$ cat src/rtl/ldpc_iter_ctrl.sv
// ============================================================================
// Module   : ldpc_iter_ctrl
// Brief    : Iteration sequencer for the 6x3 flooding LDPC decoder datapath.
//            Loads LLRs, times the settle window, samples the syndrome and
//            pulses the VN message latch. Results leave on a valid/ready port.
// Revision : 1.0  initial release
// ============================================================================
`default_nettype none

module ldpc_iter_ctrl #(
    parameter int ITER_W     = 20,
    parameter int SETTLE_CYC = 2
) (
    input  logic              clk,
    input  logic              rst,
    input  logic              start,
    input  logic [ITER_W-1:0] max_num_iter,
    input  logic              abort,
    input  logic              syndrome_ok,
    output logic              load_llr,
    output logic              latch_vn,
    output logic              use_belief,
    output logic              busy,
    output logic              done_valid,
    input  logic              done_ready,
    output logic [1:0]        status,
    output logic [ITER_W-1:0] iterations_num
);

    typedef enum logic [2:0] {
        S_IDLE   = 3'd0,
        S_LOAD   = 3'd1,
        S_SETTLE = 3'd2,
        S_CHECK  = 3'd3,
        S_LATCH  = 3'd4,
        S_DONE   = 3'd5
    } state_t;

    localparam logic [3:0] c_SETTLE_LOAD = 4'(SETTLE_CYC - 1);
    localparam logic [1:0] c_ST_CONV     = 2'b01;
    localparam logic [1:0] c_ST_LIMIT    = 2'b10;
    localparam logic [1:0] c_ST_ABORT    = 2'b11;

    state_t            r_state;
    state_t            w_state_nxt;
    logic [3:0]        r_settle_cnt;
    logic [ITER_W-1:0] r_limit;
    logic [ITER_W-1:0] r_iter;
    logic [1:0]        r_status;
    logic              r_use_belief;
    logic              w_abort_hit;
    logic              w_at_limit;

    // Abort only matters while the datapath is actively iterating.
    assign w_abort_hit = abort && (r_state == S_LOAD || r_state == S_SETTLE ||
                                   r_state == S_CHECK || r_state == S_LATCH);
    assign w_at_limit  = (r_iter == r_limit);

    always_comb begin
        w_state_nxt = r_state;
        case (r_state)
            S_IDLE:   if (start) w_state_nxt = S_LOAD;
            S_LOAD:   w_state_nxt = S_SETTLE;
            S_SETTLE: if (r_settle_cnt == 4'd0) w_state_nxt = S_CHECK;
            S_CHECK:  w_state_nxt = (syndrome_ok || w_at_limit) ? S_DONE : S_LATCH;
            S_LATCH:  w_state_nxt = S_SETTLE;
            S_DONE:   if (done_ready) w_state_nxt = S_IDLE;
            default:  w_state_nxt = S_IDLE;
        endcase
        if (w_abort_hit) w_state_nxt = S_DONE;
    end

    always_ff @(posedge clk) begin
        if (rst) begin
            r_state      <= S_IDLE;
            r_settle_cnt <= 4'd0;
            r_limit      <= '0;
            r_iter       <= '0;
            r_status     <= 2'b00;
            r_use_belief <= 1'b0;
        end else begin
            r_state <= w_state_nxt;
            case (r_state)
                S_IDLE: begin
                    if (start) begin
                        r_limit      <= max_num_iter;
                        r_iter       <= '0;
                        r_use_belief <= 1'b0;
                        r_status     <= 2'b00;
                    end
                end
                S_LOAD: r_settle_cnt <= c_SETTLE_LOAD;
                S_SETTLE: begin
                    if (r_settle_cnt != 4'd0) r_settle_cnt <= r_settle_cnt - 4'd1;
                end
                S_CHECK: begin
                    if (syndrome_ok)     r_status <= c_ST_CONV;
                    else if (w_at_limit) r_status <= c_ST_LIMIT;
                end
                S_LATCH: begin
                    r_iter       <= r_iter + 1'b1;
                    r_use_belief <= 1'b1;
                    r_settle_cnt <= c_SETTLE_LOAD;
                end
                default: ;
            endcase
            // Placed last so an abort overrides the CHECK verdict.
            if (w_abort_hit) r_status <= c_ST_ABORT;
        end
    end

    assign load_llr       = (r_state == S_LOAD);
    assign latch_vn       = (r_state == S_LATCH);
    assign busy           = (r_state != S_IDLE);
    assign done_valid     = (r_state == S_DONE);
    assign use_belief     = r_use_belief;
    assign status         = r_status;
    assign iterations_num = r_iter;

endmodule

`default_nettype wire

$ cat config.mk
export PLATFORM = sky130hd
export DESIGN_NAME = ldpc_iter_ctrl
export DESIGN_NICKNAME = d
export VERILOG_FILES = /design/src/rtl/ldpc_iter_ctrl.sv
export SDC_FILE = /design/constraint.sdc
export NUM_CORES = 1
export LEC_CHECK = 0
export ABC_AREA = 0
export CORE_ASPECT_RATIO = 1.5
export CORE_MARGIN = 2
export CORE_UTILIZATION = 35
export CTS_BUF_LIST = sky130_fd_sc_hd__clkbuf_4 sky130_fd_sc_hd__clkbuf_8
export DETAILED_ROUTE_END_ITERATION = 8
export PLACE_DENSITY = 0.66
export SLEW_MARGIN = 20
export SYNTH_ARGS = -nofsm -noshare
export SYNTH_HDL_FRONTEND = slang
export SYNTH_SLANG_ARGS = --single-unit
$ cat constraint.sdc
create_clock -name clk -period 2.5 [get_ports clk]
set_clock_uncertainty 0.2 [all_clocks]
set_input_delay 0.5 -clock clk [delete_from_list [all_inputs] [get_ports clk]]
set_output_delay 0.5 -clock clk [all_outputs]
set_load 0.01 [all_outputs]
# Word-level counts from Yosys, hierarchy flattened
# Cells that the tools add are included.
[op_classes]
n_mul = 0
reduce_logical = 20
n_mux = 17
n_lt_le_gt_ge = 0
n_div = 0
addsub = 2
shifts = 0
eq_ne = 14
bitwise = 0
[op_table]
columns = ["operator", "count"]
rows = [
  ["20-bit one-hot mux with 2 select lines", 1],
  ["20-bit by 1-bit adder with 20-bit output, second input constant", 1],
  ["20-bit equality test", 1],
  ["20-bit two-way mux", 1],
  ["3-bit one-hot mux with 5 select lines", 1],
  ["3-bit two-way mux", 4],
  ["3-bit AND reduction", 3],
  ["2-bit two-way mux", 4],
  ["4-bit one-hot mux with 2 select lines", 1],
  ["3-bit by 2-bit equality test with 1-bit output, second input constant", 2],
  ["3-bit equality test, second input constant", 2],
  ["2-bit by 1-bit inequality test with 1-bit output, second input constant", 3],
  ["2-bit AND reduction", 3],
  ["3-bit nonzero test", 2],
  ["4-bit zero test", 1],
  ["1-bit logical OR", 4],
  ["4-bit two-way mux", 1],
  ["4-bit inequality test, second input constant", 1],
  ["2-bit one-hot mux with 2 select lines", 1],
  ["2-bit nonzero test", 2],
  ["4-bit nonzero test", 1],
  ["2-bit OR reduction", 2],
  ["4-bit by 1-bit subtractor with 4-bit output, second input constant", 1],
  ["3-bit by 1-bit equality test with 1-bit output, second input constant", 1],
  ["other kinds (8)", 9],
]
[word_totals]
word_cells = 60
n_memories = 0
input_bits = 26
mem_bits_ro = 0
register_bits = 50
output_inout_bits = 27
ram_bits = 0
latchBits = 0

# Logic depth before layout (Yosys ltp)
# Gate-level depths: netlist of the first run.
[depth]
word_depth = 7
depth_mapped = 7
depth_no_buf = 7

# Worst setup path before layout of the first run
# Ideal clock, no wire load.
[synth_path]
kind = "reg2reg"
from = "reg r_iter[0] (netlist: iterations_num[0])"
to = "reg r_iter[16] (netlist: iterations_num[16])"
setup_time_ns = 0.065
path_stages_with_launch = 7
slack_ns = 0.530
path_buffers = 0
t_required_ns = 2.235
t_arrival_ns = 1.705
synth_period_minus_slack_ns = 1.970
cell_sequence = "dfxtp_1 ha_1 and4_1 nand4_2 nor4_2 mux2_1 nor2_1"
[synth_between]
elab_chain_len = 2
[synth_lines]
columns = ["element", "line_no", "source"]
rows = [
  ["start, declared", "48", "logic [ITER_W-1:0] r_iter;"],
  ["start signal, assigned", "101", "r_iter <= r_iter + 1'b1;"],
  ["20-bit by 1-bit adder with 20-bit output", "101", ""],
  ["20-bit one-hot mux with 2 select lines", "83", "case (r_state)"],
]
# No other way between the ends.
# A chain may end at the register's enable or synchronous reset.

# Worst setup path in the final report of the first run
[layout_path]
from = "reg r_state[0]"
to = "out load_llr"
[layout_between]
elab_chain_len = 1
[layout_lines]
columns = ["element", "line_no", "source"]
rows = [
  ["start, declared", "44", "state_t r_state;"],
  ["start signal, assigned", "82", "r_state <= w_state_nxt;"],
  ["3-bit by 1-bit equality test with 1-bit output", "112", "assign load_llr = (r_state == S_LOAD);"],
  ["end, declared", "20", "output logic load_llr,"],
]
# No other way between the ends.

==> metrics.cfg, run 1 <==
[run_status]
outcome=complete, no violations

[critical_path]
rr_endpoint=iterations_num[16]
crit_required_ns=1.80
critical_path.startpoint_type=register
cp.arrival_ns=1.70
endpoint_kind=primary output
path_max_fanout=15
worstSetupPathType=reg -> out
r2r-start=iterations_num[0]
ff2ff_setup_slack_ns=0.43
worstRegToRegCells=6

[route]
first_pass_iters=4
antenna_left=0
drt_iter0_markers=141
wire_per_inst_um=13.8
drc=0
vias_per_cell=5.19
wl_um=6670
vias=2513

[cts]
clock_sinks=50
htreeDepth=2
clk_latency_ns=0.30
root_buffer=clkbuf_8
holdBufCountCts=0
cts_max_path_buffers=2
cts_resized=1
cts_tree=yes
clk_pin_slew_ns=0.09
cts_setup_buffers=0
cts_buffers=5

[yosys]
synth_most_common_cell=nand2_1
synth_area_leaders=dfxtp_1 39%, nand2_1 8.4%, a21oi_1 8.3%
ys_warn_count=0
synth_top_cells_by_count=58 x nand2_1, 50 x dfxtp_1, 43 x a21oi_1
ys_types=51
syn_area_per_cell_sq_um=7.83
seq_area_frac_synth=0.386
netlist_instances=331
netlist_area_sq_um=2590
async_reset_ff_frac=0
yosysTopAreaCell=dfxtp_1
syn_nets=360
synth-seq-cells=50
ys.flop_type=dfxtp_1
synth_edf_count=0
synth_top_cell_area_share=0.386

[global_routing]
grt_use_met2=0.302
overflow=0
grt_use_total=0.171
grt_max_degree=25
grt_first_pass_wirelength_um=11000
met1_usage=0.211
gr-max-usage-layer=met2
met3_usage=0.0229
grt_pass1_vias=2330
antenna_found_initial=0

[timing]
finalCriticalPeriod_ns=2.40
fin_ws_ns=0.105
relSlewSlack=0.528
tightestPinTransition_ns=0.697
fin_crit_sh=0.958
tns_ns=0
finalHoldViolations=0
rsz0062_at_grt=false
clock.fmax_mhz=418
setup_viol=0
drv_slew=0

[hold_path]
min_from=r_limit[9]
hold_path_depth=2
min_path_type=reg -> reg
whs_endpoint=r_limit[9]

[final_layout]
n_antenna_cell=0
final_layout_size_suffix_gt1_frac=0.0755
nets=412
area_growth_pct=30.2
final_area_sq_um=3380

[pwr]
total_leakage_power_uw=0.00115
cellPowerDensity_nw_per_um2=604
power.total_uw=2040
ir_drop_v=0.000353

[floorplanning]
core_area_sq_um=7230
dieHeight_um=109
initial_core_util=0.359
num_rows=38
die-area_sq_um=8130
io_pins=53
die_w_um=74.3

[placement]
placed_cell_area_sq_um=3260
place_congestion=0.846
place_hpwl_um=5030
dp_slack_ns=0.105
io_buffers=52

[run]
maxCapViolCount=0

## cell type report
type,count,area [sq um]
fill,754,3850
multi-input combinational,251,1470
sequential,50,1000
timing repair buffer,65,621
tap,100,125
clock buffer,5,68.8
clock inverter,3,45.0
inverter,10,42.5
## metrics by stage
step | hold WS, ns | utilization | cells
after floorplan | 0.249 | - | 331
after global placement | 0.258 | 0.450 | 476
after detailed placement | 0.261 | 0.450 | 476
after CTS | 0.274 | 0.467 | 484
after global routing | 0.294 | 0.467 | 484
final | 0.270 | 0.467 | 484
## metal layers
metal  up-vias  wire (um)
li1       1262          -
met1      1171       2730
met2        74       3540
met3         6        294
met4         0         99
met5         -          0
## placed cells by master, fill, tap and decap left out, types with 2 or more instances in the layout
master           instances
a21oi_1                 43
and4_1                   5
a21o_1                   2
a211oi_1                 2
nand4b_1                 3
a311oi_1                 2
buf_4                   13
nand2_1                 58
mux2_1                   2
ha_1                     3
dfxtp_1                 50
nand3_1                  9
nand3b_1                 2
nor3b_1                  2
o211ai_1                 4
a31oi_1                  3
nor2b_1                  4
nand4_1                 10
clkdlybuf4s50_1         51
o21ai_0                 11
nor3_1                   7
and3_1                   2
xnor2_1                 23
inv_1                    8
clkinvlp_4               2
clkbuf_8                 5
and2_1                   2
nor2_1                  24
or3_1                    6
## report_power, final
group	internal [uW]	leakage (uW)	switching (uW)
combinational	253	0.000689	291
clock	298	0.0000504	281
sequential	861	0.000407	54.5
## how the worst max path moves through the flow
stage,from,endpoint,slack (ns),cells after the start
floorplan,iterations_num[0],iterations_num[16],0.53,6
global placement,start,status[0],0.14,6
detailed placement,start,status[0],0.10,6
CTS,r_state[2],latch_vn,0.03,4
global route,r_state[0],load_llr,0.003,3
finish,r_state[0],load_llr,0.10,3
## cell families after synthesis
| family | after synthesis | synth area share |
|---|---|---|
| and+or+nand+nor | 144 | 0.281 |
| xor gates and xnor gates | 23 | 0.0777 |
| buffers and inverters | 30 | 0.0458 |
| DFF | 50 | 0.386 |
| muxes | 2 | 0.00869 |
| AOI/OAI and AO/OA | 79 | 0.186 |
| adders and majority gates | 3 | 0.0145 |
## worst max-delay path, cell delays in order, from the launching register on
cell             delay [ns]
dfxtp_1                0.34
buf_4                  0.19
nor3b_1                0.27
clkdlybuf4s50_1        0.59
## state kept, by name (all words and copies together), names as in the netlist
register and count:
iterations_num 20, r_limit 20, r_settle_cnt 4, r_state 3, status 2, use_belief 1
No activity file was read; power rests on OpenSTA's default activity.
==> run 2, diff against run 1 <==
--- a/config.mk
+++ b/config.mk
@@ -10,6 +10,7 @@
 export CORE_MARGIN = 2
 export CORE_UTILIZATION = 35
 export CTS_BUF_LIST = sky130_fd_sc_hd__clkbuf_4 sky130_fd_sc_hd__clkbuf_8
+export CTS_CLUSTER_SIZE = 10
 export DETAILED_ROUTE_END_ITERATION = 8
 export PLACE_DENSITY = 0.66
 export SLEW_MARGIN = 20
==> results of run 2 <==
Final layout, timing and power as in run 1 (identical DEF).
==> run 3, diff against run 2 <==
--- a/config.mk
+++ b/config.mk
@@ -6,6 +6,7 @@
 export NUM_CORES = 1
 export LEC_CHECK = 0
 export ABC_AREA = 0
+export CAP_MARGIN = 15
 export CORE_ASPECT_RATIO = 1.5
 export CORE_MARGIN = 2
 export CORE_UTILIZATION = 35
==> results of run 3 <==
Final layout, timing and power as in run 1 (identical DEF).
